`config.mk`:
```
export PLATFORM = sky130hd
export DESIGN_NAME = ahb_iopmp_mc
export DESIGN_NICKNAME = d
export VERILOG_FILES = /design/src/rtl/ahb_enum.sv /design/src/rtl/iopmp_chan.sv /design/src/rtl/ahb_iopmp_mc.sv
export SDC_FILE = /design/constraint.sdc
export NUM_CORES = 2
export LEC_CHECK = 0
export CORE_ASPECT_RATIO = 1.75
export CORE_MARGIN = 10
export CORE_UTILIZATION = 59
export DETAILED_ROUTE_END_ITERATION = 10
export PLACE_DENSITY = 0.81
export SLEW_MARGIN = 20
export SYNTH_ARGS = -nofsm -noshare
export SYNTH_HDL_FRONTEND = slang
export SYNTH_SLANG_ARGS = --single-unit
```
`constraint.sdc`:
```
create_clock -name hclk -period 6 [get_ports hclk]
set_clock_uncertainty 0.05 [all_clocks]
set_input_delay 1.5 -clock hclk [delete_from_list [all_inputs] [get_ports hclk]]
set_output_delay 1.5 -clock hclk [all_outputs]
set_load 0.01 [all_outputs]
```
`src/rtl/ahb_enum.sv`:
```
// Shared AHB encodings and I/O-PMP register layout types.
package ahb_enum;

  localparam logic [1:0] HTRANS_IDLE = 2'b00;
  localparam logic [1:0] HRESP_OKAY  = 2'b00;
  localparam logic [1:0] HRESP_ERROR = 2'b01;

  typedef enum logic [1:0] {
    PASS = 2'd0,
    ERR1 = 2'd1,
    ERR2 = 2'd2
  } iopmp_state_t;

  // Region attribute word: bit0 enable, bit1 read, bit2 write.
  typedef struct packed {
    logic w;
    logic r;
    logic en;
  } iopmp_attr_t;

  // Captured violation info: bit0 hwrite, bits3:1 hsize, bits7:4 hprot.
  typedef struct packed {
    logic [3:0] hprot;
    logic [2:0] hsize;
    logic       hwrite;
  } iopmp_err_info_t;

  // Register map: per-channel blocks below RGN_AREA_BASE, region entries above.
  localparam logic [11:0] RGN_AREA_BASE = 12'h100;

  // Word offsets within a 16-byte block (haddr[3:2]).
  localparam logic [1:0] OFF_STATUS   = 2'd0;
  localparam logic [1:0] OFF_ERR_ADDR = 2'd1;
  localparam logic [1:0] OFF_ERR_INFO = 2'd2;
  localparam logic [1:0] OFF_BASE     = 2'd0;
  localparam logic [1:0] OFF_MASK     = 2'd1;
  localparam logic [1:0] OFF_ATTR     = 2'd2;

  // Flat region-entry index for a config offset inside the region area.
  function automatic logic [7:0] rgn_entry(input logic [11:0] off);
    return off[11:4] - RGN_AREA_BASE[11:4];
  endfunction

endpackage

```
`src/rtl/iopmp_chan.sv`:
```
// One filtered AHB channel: region match, error FSM, violation capture/count.
module iopmp_chan
  import ahb_enum::*;
#(
  parameter int unsigned ADDR_WIDTH = 32,
  parameter int unsigned DATA_WIDTH = 32,
  parameter int unsigned NUM_RGN    = 8
) (
  input  logic                                clk,
  input  logic                                rst,
  input  logic [NUM_RGN-1:0][ADDR_WIDTH-1:0]  rgn_base,
  input  logic [NUM_RGN-1:0][ADDR_WIDTH-1:0]  rgn_mask,
  input  iopmp_attr_t [NUM_RGN-1:0]           rgn_attr,
  input  logic                                clr_vld,
  input  logic                                clr_cnt,
  input  logic [ADDR_WIDTH-1:0]               s_haddr,
  input  logic [3:0]                          s_hprot,
  input  logic [2:0]                          s_hsize,
  input  logic [1:0]                          s_htrans,
  input  logic [2:0]                          s_hburst,
  input  logic                                s_hwrite,
  input  logic [DATA_WIDTH-1:0]               s_hwdata,
  output logic [1:0]                          s_hresp,
  output logic                                s_hready,
  output logic                                s_hgrant,
  output logic [DATA_WIDTH-1:0]               s_hrdata,
  output logic [ADDR_WIDTH-1:0]               m_haddr,
  output logic [3:0]                          m_hprot,
  output logic [2:0]                          m_hsize,
  output logic [1:0]                          m_htrans,
  output logic [2:0]                          m_hburst,
  output logic                                m_hwrite,
  output logic [DATA_WIDTH-1:0]               m_hwdata,
  input  logic [1:0]                          m_hresp,
  input  logic                                m_hready,
  input  logic                                m_hgrant,
  input  logic [DATA_WIDTH-1:0]               m_hrdata,
  output logic                                err_vld,
  output logic [7:0]                          viol_cnt,
  output logic [7:0]                          hit_idx,
  output logic [ADDR_WIDTH-1:0]               err_addr,
  output iopmp_err_info_t                     err_info
);

  iopmp_state_t state;
  logic         hit;
  logic         allowed;
  logic [7:0]   match_idx;
  logic         take;
  logic         viol;

  assign m_haddr  = s_haddr;
  assign m_hprot  = s_hprot;
  assign m_hsize  = s_hsize;
  assign m_hburst = s_hburst;
  assign m_hwrite = s_hwrite;
  assign m_hwdata = s_hwdata;
  assign s_hrdata = m_hrdata;
  assign s_hgrant = m_hgrant;

  // Lowest-index enabled region that matches decides the permission.
  always_comb begin
    hit       = 1'b0;
    allowed   = 1'b0;
    match_idx = '0;
    for (int unsigned i = 0; i < NUM_RGN; i++) begin
      if (!hit && rgn_attr[i].en && ((s_haddr & rgn_mask[i]) == rgn_base[i])) begin
        hit       = 1'b1;
        match_idx = 8'(i);
        allowed   = s_hwrite ? rgn_attr[i].w : rgn_attr[i].r;
      end
    end
  end

  assign take = (state == PASS) && s_htrans[1] && m_hready;
  assign viol = take && !allowed;

  // Pass-through in PASS; block downstream and drive the two-cycle ERROR otherwise.
  always_comb begin
    m_htrans = s_htrans;
    s_hready = m_hready;
    s_hresp  = m_hresp;
    case (state)
      PASS: begin
        if (viol) m_htrans = HTRANS_IDLE;
      end
      ERR1: begin
        m_htrans = HTRANS_IDLE;
        s_hready = 1'b0;
        s_hresp  = HRESP_ERROR;
      end
      default: begin
        m_htrans = HTRANS_IDLE;
        s_hready = 1'b1;
        s_hresp  = HRESP_ERROR;
      end
    endcase
  end

  // Error response sequencer.
  always_ff @(posedge clk) begin
    if (rst) begin
      state <= PASS;
    end else begin
      case (state)
        PASS:    if (viol) state <= ERR1;
        ERR1:    state <= ERR2;
        default: state <= PASS;
      endcase
    end
  end

  // Violation capture, counter and last-hit tracking.
  always_ff @(posedge clk) begin
    if (rst) begin
      err_vld  <= 1'b0;
      viol_cnt <= '0;
      hit_idx  <= '0;
      err_addr <= '0;
      err_info <= '0;
    end else begin
      if (viol) begin
        // A W1C landing with a new violation is overridden: re-capture and stay valid.
        err_vld <= 1'b1;
        if (!err_vld || clr_vld) begin
          err_addr <= s_haddr;
          err_info <= {s_hprot, s_hsize, s_hwrite};
        end
        if (clr_cnt) viol_cnt <= 8'd1;
        else if (viol_cnt != 8'hFF) viol_cnt <= viol_cnt + 8'd1;
      end else begin
        if (clr_vld) err_vld <= 1'b0;
        if (clr_cnt) viol_cnt <= '0;
      end
      if (take && allowed) hit_idx <= match_idx;
    end
  end

endmodule

```
`src/rtl/ahb_iopmp_mc.sv`:
```
// Multi-channel AHB I/O-PMP filter: config slave port, region table, channel filters.
module ahb_iopmp_mc
  import ahb_enum::*;
#(
  parameter int unsigned ADDR_WIDTH = 32,
  parameter int unsigned DATA_WIDTH = 32,
  parameter int unsigned NUM_CH     = 2,
  parameter int unsigned NUM_RGN    = 8
) (
  input  logic                               hclk,
  input  logic                               hreset,
  input  logic                               hsel,
  input  logic [ADDR_WIDTH-1:0]              haddr,
  input  logic [2:0]                         hsize,
  input  logic [1:0]                         htrans,
  input  logic                               hwrite,
  input  logic [DATA_WIDTH-1:0]              hwdata,
  output logic [1:0]                         hresp,
  output logic                               hready,
  output logic [DATA_WIDTH-1:0]              hrdata,
  input  logic [NUM_CH-1:0][ADDR_WIDTH-1:0]  s_haddr,
  input  logic [NUM_CH-1:0][3:0]             s_hprot,
  input  logic [NUM_CH-1:0][2:0]             s_hsize,
  input  logic [NUM_CH-1:0][1:0]             s_htrans,
  input  logic [NUM_CH-1:0][2:0]             s_hburst,
  input  logic [NUM_CH-1:0]                  s_hwrite,
  input  logic [NUM_CH-1:0][DATA_WIDTH-1:0]  s_hwdata,
  output logic [NUM_CH-1:0][1:0]             s_hresp,
  output logic [NUM_CH-1:0]                  s_hready,
  output logic [NUM_CH-1:0]                  s_hgrant,
  output logic [NUM_CH-1:0][DATA_WIDTH-1:0]  s_hrdata,
  output logic [NUM_CH-1:0][ADDR_WIDTH-1:0]  m_haddr,
  output logic [NUM_CH-1:0][3:0]             m_hprot,
  output logic [NUM_CH-1:0][2:0]             m_hsize,
  output logic [NUM_CH-1:0][1:0]             m_htrans,
  output logic [NUM_CH-1:0][2:0]             m_hburst,
  output logic [NUM_CH-1:0]                  m_hwrite,
  output logic [NUM_CH-1:0][DATA_WIDTH-1:0]  m_hwdata,
  input  logic [NUM_CH-1:0][1:0]             m_hresp,
  input  logic [NUM_CH-1:0]                  m_hready,
  input  logic [NUM_CH-1:0]                  m_hgrant,
  input  logic [NUM_CH-1:0][DATA_WIDTH-1:0]  m_hrdata,
  output logic [NUM_CH-1:0]                  irq
);

  localparam int unsigned NUM_ENT = NUM_CH * NUM_RGN;

  logic [NUM_ENT-1:0][ADDR_WIDTH-1:0] rgn_base;
  logic [NUM_ENT-1:0][ADDR_WIDTH-1:0] rgn_mask;
  iopmp_attr_t [NUM_ENT-1:0]          rgn_attr;
  logic [NUM_CH-1:0]                  ie;

  logic [NUM_CH-1:0]                  err_vld;
  logic [NUM_CH-1:0][7:0]             viol_cnt;
  logic [NUM_CH-1:0][7:0]             hit_idx;
  logic [NUM_CH-1:0][ADDR_WIDTH-1:0]  err_addr;
  iopmp_err_info_t [NUM_CH-1:0]       err_info;
  logic [NUM_CH-1:0]                  clr_vld;
  logic [NUM_CH-1:0]                  clr_cnt;
  logic [NUM_CH-1:0]                  ie_we;

  logic                               acc;
  logic [11:0]                        rd_off;
  logic [DATA_WIDTH-1:0]              rd_data;
  logic                               wr_pend;
  logic [11:0]                        wr_off;
  logic                               unused_cfg;

  assign hready     = 1'b1;
  assign hresp      = HRESP_OKAY;
  assign acc        = hsel && htrans[1];
  assign rd_off     = haddr[11:0];
  assign unused_cfg = ^{haddr[ADDR_WIDTH-1:12], hsize, htrans[0]};

  // Read mux over the address-phase offset; unmapped locations read as zero.
  always_comb begin
    rd_data = '0;
    if (rd_off < RGN_AREA_BASE) begin
      for (int unsigned c = 0; c < NUM_CH; c++) begin
        if (rd_off[7:4] == 4'(c)) begin
          case (rd_off[3:2])
            OFF_STATUS:   rd_data = {8'h00, hit_idx[c], viol_cnt[c], 7'h00, err_vld[c]};
            OFF_ERR_ADDR: rd_data = DATA_WIDTH'(err_addr[c]);
            OFF_ERR_INFO: rd_data = DATA_WIDTH'(err_info[c]);
            default:      rd_data = DATA_WIDTH'(ie[c]);
          endcase
        end
      end
    end else begin
      for (int unsigned e = 0; e < NUM_ENT; e++) begin
        if (rgn_entry(rd_off) == 8'(e)) begin
          case (rd_off[3:2])
            OFF_BASE: rd_data = DATA_WIDTH'(rgn_base[e]);
            OFF_MASK: rd_data = DATA_WIDTH'(rgn_mask[e]);
            OFF_ATTR: rd_data = DATA_WIDTH'(rgn_attr[e]);
            default:  rd_data = '0;
          endcase
        end
      end
    end
  end

  // Data-phase write strobes for per-channel status and interrupt enable.
  always_comb begin
    clr_cnt = '0;
    clr_vld = '0;
    ie_we   = '0;
    for (int unsigned c = 0; c < NUM_CH; c++) begin
      if (wr_pend && (wr_off < RGN_AREA_BASE) && (wr_off[7:4] == 4'(c))) begin
        clr_cnt[c] = (wr_off[3:2] == OFF_STATUS);
        clr_vld[c] = (wr_off[3:2] == OFF_STATUS) && hwdata[0];
        ie_we[c]   = (wr_off[3:2] == 2'd3);
      end
    end
  end

  // Config port: register address phase, return read data one cycle later, level irq.
  always_ff @(posedge hclk) begin
    if (hreset) begin
      wr_pend <= 1'b0;
      wr_off  <= '0;
      hrdata  <= '0;
      irq     <= '0;
    end else begin
      wr_pend <= acc && hwrite;
      wr_off  <= haddr[11:0];
      if (acc && !hwrite) hrdata <= rd_data;
      irq <= err_vld & ie;
    end
  end

  // Region table and interrupt enables, written in the data phase.
  always_ff @(posedge hclk) begin
    if (hreset) begin
      rgn_base <= '0;
      rgn_mask <= '0;
      rgn_attr <= '0;
      ie       <= '0;
    end else begin
      for (int unsigned c = 0; c < NUM_CH; c++) begin
        if (ie_we[c]) ie[c] <= hwdata[0];
      end
      if (wr_pend && (wr_off >= RGN_AREA_BASE)) begin
        for (int unsigned e = 0; e < NUM_ENT; e++) begin
          if (rgn_entry(wr_off) == 8'(e)) begin
            case (wr_off[3:2])
              OFF_BASE: rgn_base[e] <= ADDR_WIDTH'(hwdata);
              OFF_MASK: rgn_mask[e] <= ADDR_WIDTH'(hwdata);
              OFF_ATTR: rgn_attr[e] <= iopmp_attr_t'(hwdata[2:0]);
              default:  ;
            endcase
          end
        end
      end
    end
  end

  for (genvar c = 0; c < NUM_CH; c++) begin : g_chan
    iopmp_chan #(
      .ADDR_WIDTH (ADDR_WIDTH),
      .DATA_WIDTH (DATA_WIDTH),
      .NUM_RGN    (NUM_RGN)
    ) u_chan (
      .clk      (hclk),
      .rst      (hreset),
      .rgn_base (rgn_base[c*NUM_RGN +: NUM_RGN]),
      .rgn_mask (rgn_mask[c*NUM_RGN +: NUM_RGN]),
      .rgn_attr (rgn_attr[c*NUM_RGN +: NUM_RGN]),
      .clr_vld  (clr_vld[c]),
      .clr_cnt  (clr_cnt[c]),
      .s_haddr  (s_haddr[c]),
      .s_hprot  (s_hprot[c]),
      .s_hsize  (s_hsize[c]),
      .s_htrans (s_htrans[c]),
      .s_hburst (s_hburst[c]),
      .s_hwrite (s_hwrite[c]),
      .s_hwdata (s_hwdata[c]),
      .s_hresp  (s_hresp[c]),
      .s_hready (s_hready[c]),
      .s_hgrant (s_hgrant[c]),
      .s_hrdata (s_hrdata[c]),
      .m_haddr  (m_haddr[c]),
      .m_hprot  (m_hprot[c]),
      .m_hsize  (m_hsize[c]),
      .m_htrans (m_htrans[c]),
      .m_hburst (m_hburst[c]),
      .m_hwrite (m_hwrite[c]),
      .m_hwdata (m_hwdata[c]),
      .m_hresp  (m_hresp[c]),
      .m_hready (m_hready[c]),
      .m_hgrant (m_hgrant[c]),
      .m_hrdata (m_hrdata[c]),
      .err_vld  (err_vld[c]),
      .viol_cnt (viol_cnt[c]),
      .hit_idx  (hit_idx[c]),
      .err_addr (err_addr[c]),
      .err_info (err_info[c])
    );
  end

endmodule

```
==> impl_metrics.json <==
{
  "status": "finished with violations",
  "failed_checks": "setup timing",
  "cts_tree": "yes",
  "path_cells": "buf_8 -> buf_12 -> nand2_8 -> xor2_4 -> nand4_1 -> buf_6 -> or4_4 -> buf_6 -> a2111oi_4 -> o211ai_2 -> a32oi_2 -> o21ai_4 -> and3_4 -> buf_6",
  "grt_pass1_vias": 66600,
  "cts.sinks": 1227,
  "grt_usage": 0.567,
  "cp.required_ps": 4450,
  "yosysTopAreaCellShare": 0.385,
  "fin_nets": 9145,
  "synth_cells": 8562,
  "cp.arrival_ps": 4570,
  "hold_violations": 0,
  "worst-setup-path-type": "in2out",
  "drt_iter0_markers": 12800,
  "endpoint_kind": "primary output",
  "pin_count": 562,
  "syn_area_per_cell_um2": 7.45,
  "min_period_over_period": 1.02,
  "power_leakage_nw": 28.0,
  "cp_max_fo": 3,
  "io_buffers": 260,
  "tightest_slew_ps": 1430,
  "die_h_um": 455,
  "die_area_mm2": 0.122,
  "holdBufCountCts": 0,
  "layout-drive-gt1-share": 0.143,
  "dr_wl_met3_mm": 52.3,
  "min_period_ps": 6120,
  "wl_met2_mm": 144,
  "vias": 71700,
  "dp_slack_ps": -1070,
  "relSlewSlack": 0.0167,
  "async_reset_ff_frac": 0,
  "grt_pass1_wl_mm": 494,
  "fillers": 8527,
  "h-tree-depth": 3,
  "fmax_ghz": 0.163,
  "finalSetupTns_ps": -399,
  "synth_edf_count": 0,
  "drc": 0,
  "grt_max_degree": 196,
  "synthFlopType": "dfxtp_1",
  "gp_congestion": 1.11,
  "grt-ovfl-total": 0,
  "antenna_found_initial": 34,
  "dpl.hpwl_mm": 236,
  "routedWlPerCell_um": 34.2,
  "maxUsedRoutingLayer": "met5",
  "wl_met1_mm": 101,
  "fin_cells": 10300,
  "ys_seq_elements": 1227,
  "synthTopCellsByArea": "dfxtp_1, nand2_1, a21oi_1, mux2i_1, xor2_1",
  "syn_area_mm2": 0.0638,
  "clockBufferDepth": 3,
  "cpMaxStageDelayCell": "or4_4",
  "postRouteAntennaNets": 0,
  "clk_pin_slew_ps": 70,
  "critPathBufInv": 5,
  "max_stage_delay_ps": 560,
  "dpl_cell_area_mm2": 0.0702,
  "yosys.area.top_type": "dfxtp_1",
  "final_area_mm2": 0.0764,
  "dr.pass1.iters": 11,
  "clock_latency_ps": 860,
  "rsz0062_at_grt": "true",
  "die_x_um": 268,
  "core-area_mm2": 0.107,
  "yosysWarnings": 0,
  "start_util": 0.595,
  "worst_slack_ps": -124,
  "clockRootBuffer": "clkbuf_16",
  "ys_seq_area_frac": 0.385,
  "rows": 159,
  "cpLargestDelayFamily": "simple AND/OR/NAND/NOR gates",
  "placed_cells": 10000,
  "wirelength_mm": 353,
  "irDropWorstVdd_v": 0.000360,
  "syn2layout_area_growth_pct": 19.8,
  "viasPerCell": 6.94,
  "critPathMostFrequentCell": "buf_6",
  "finalSetupViolations": 4,
  "crit_path_start_kind": "primary input",
  "min_path_type": "reg2reg",
  "yosys.cell_types.count": 78,
  "slew_violations": 0,
  "maxCapViolations": 0,
  "cts_made_buffers": 114,
  "p_per_area_mw_per_mm2": 236
}
final timing paths:
| path | depth (start not counted) | slack (ps) | to | from |
|---|---|---|---|---|
| setup / recovery | 14 | -120 | m_htrans[0] | s_haddr[3] |
| hold / removal | 2 | 410 | hrdata[8] | hrdata[8] |
| setup reg to reg | 34 | 500 | g_chan[1].u_chan.hit_idx[1] | rgn_attr[42] |
| hold reg to reg | 2 | 410 | hrdata[8] | hrdata[8] |
cells by family after synthesis:
family                   share of synthesized area
multiplexers                                 0.100
buffers and inverters                       0.0697
AND/OR/NAND/NOR                              0.224
flip-flops                                   0.385
adder cells (fa/ha/maj)                   0.000392
other                                     0.000118
AO/OA/AOI/OAI                                0.164
XOR/XNOR                                    0.0562
per-stage QoR:
step	utilization	power [mW]	hold WS, ps
floorplan	-	9.14	381
global placement	0.654	9.84	392
detailed placement	0.654	9.85	397
CTS	0.702	17.7	405
global route	0.712	18.3	432
finish	0.712	18.0	407
state kept, by name, indices dropped and copies added (netlist names), 4 cells and up:
signal                  cells
g_chan.u_chan.err_info     16
rgn_base                  512
hrdata                     32
rgn_mask                  512
rgn_attr                   48
g_chan.u_chan.viol_cnt     16
g_chan.u_chan.hit_idx       6
g_chan.u_chan.err_addr     64
wr_off                     10
g_chan.u_chan.state         4
timing repair:
action / 4_1_cts / 5_1_grt
setup endpoints to repair: 4 / 6
pin swaps: 59 / 79
gates resized for setup: 214 / 215
cloned: 1 / 1
buffers inserted: 54 / 42
power breakdown:
part	leakage (nW)	switching, mW	internal (mW)
sequential	9.89	0.0378	8.18
combinational	16.1	1.14	0.524
clock	2.00	3.58	4.58
cell usage after synthesis (5+ instances only):
library cell,instances
o2111ai_1,8
nand4_1,94
inv_1,8
a31oi_1,22
clkbuf_1,406
dfxtp_1,1227
buf_1,191
and4_1,5
mux2i_1,612
a211oi_1,29
o21ai_0,229
and3b_1,22
nor2_1,304
buf_4,223
a21oi_1,1230
xnor2_1,81
or3_1,12
or4_1,25
a22oi_1,43
o41ai_1,6
o211ai_1,25
and3_1,69
o22a_1,23
nand3_1,93
xor2_1,328
nand2b_1,9
a21boi_0,22
mux2_2,14
o22ai_1,145
a21o_1,18
nor2b_1,18
o31a_1,6
nor3_1,79
o311ai_0,11
buf_2,82
nor4_1,44
and2_1,10
nand2_1,2688
o221ai_1,35
cell usage in the layout, fill, tap and decap left out, types with 18 or more instances in the layout:
cell type / instances
nor2_1: 270
o22a_1: 20
xnor2_1: 75
clkbuf_1: 19
o221ai_1: 34
o21ai_0: 225
buf_12: 87
or4_1: 19
a31oi_1: 21
xor2_1: 305
clkinv_2: 22
and3_1: 64
nand2_1: 2647
nor3_1: 70
nor4_1: 23
buf_6: 53
nor2_2: 24
clkbuf_2: 18
a21boi_0: 20
dfxtp_1: 1227
diode_2: 27
and3b_1: 22
dlymetal6s2s_1: 20
clkbuf_16: 118
nand3_1: 87
clkbuf_8: 24
clkdlybuf4s50_1: 180
buf_4: 671
nand4_1: 94
a211oi_1: 20
nand2_2: 37
a21oi_1: 1224
mux2i_1: 607
o22ai_1: 145
o211ai_1: 25
a22oi_1: 41
tightest hold or removal path, stage by stage, from the launching register on:
cell and delay (ps):
dfxtp_1 310, nand2_1 50, a21oi_1 50
layer usage:
layer	vias up	GRT usage
met5	-	0.0230
met4	26	0.656
met3	2861	0.276
met2	6458	0.812
met1	33100	0.554
li1	29300	-
layout make-up:
| type | instances | area (µm²) | area share |
|---|---|---|---|
| Clock buffer | 160 | 3330 | 0.0436 |
| Antenna cell | 27 | 67.6 | 0.000884 |
| Inverter | 10 | 37.5 | 0.000491 |
| Clock inverter | 46 | 706 | 0.00924 |
| Timing Repair Buffer | 1071 | 9940 | 0.130 |
| Tap cell | 1368 | 1710 | 0.0224 |
| Sequential cell | 1227 | 24600 | 0.322 |
| Multi-Input combinational cell | 6420 | 36000 | 0.472 |
Note: power is estimated with default switching activity, not from simulation.
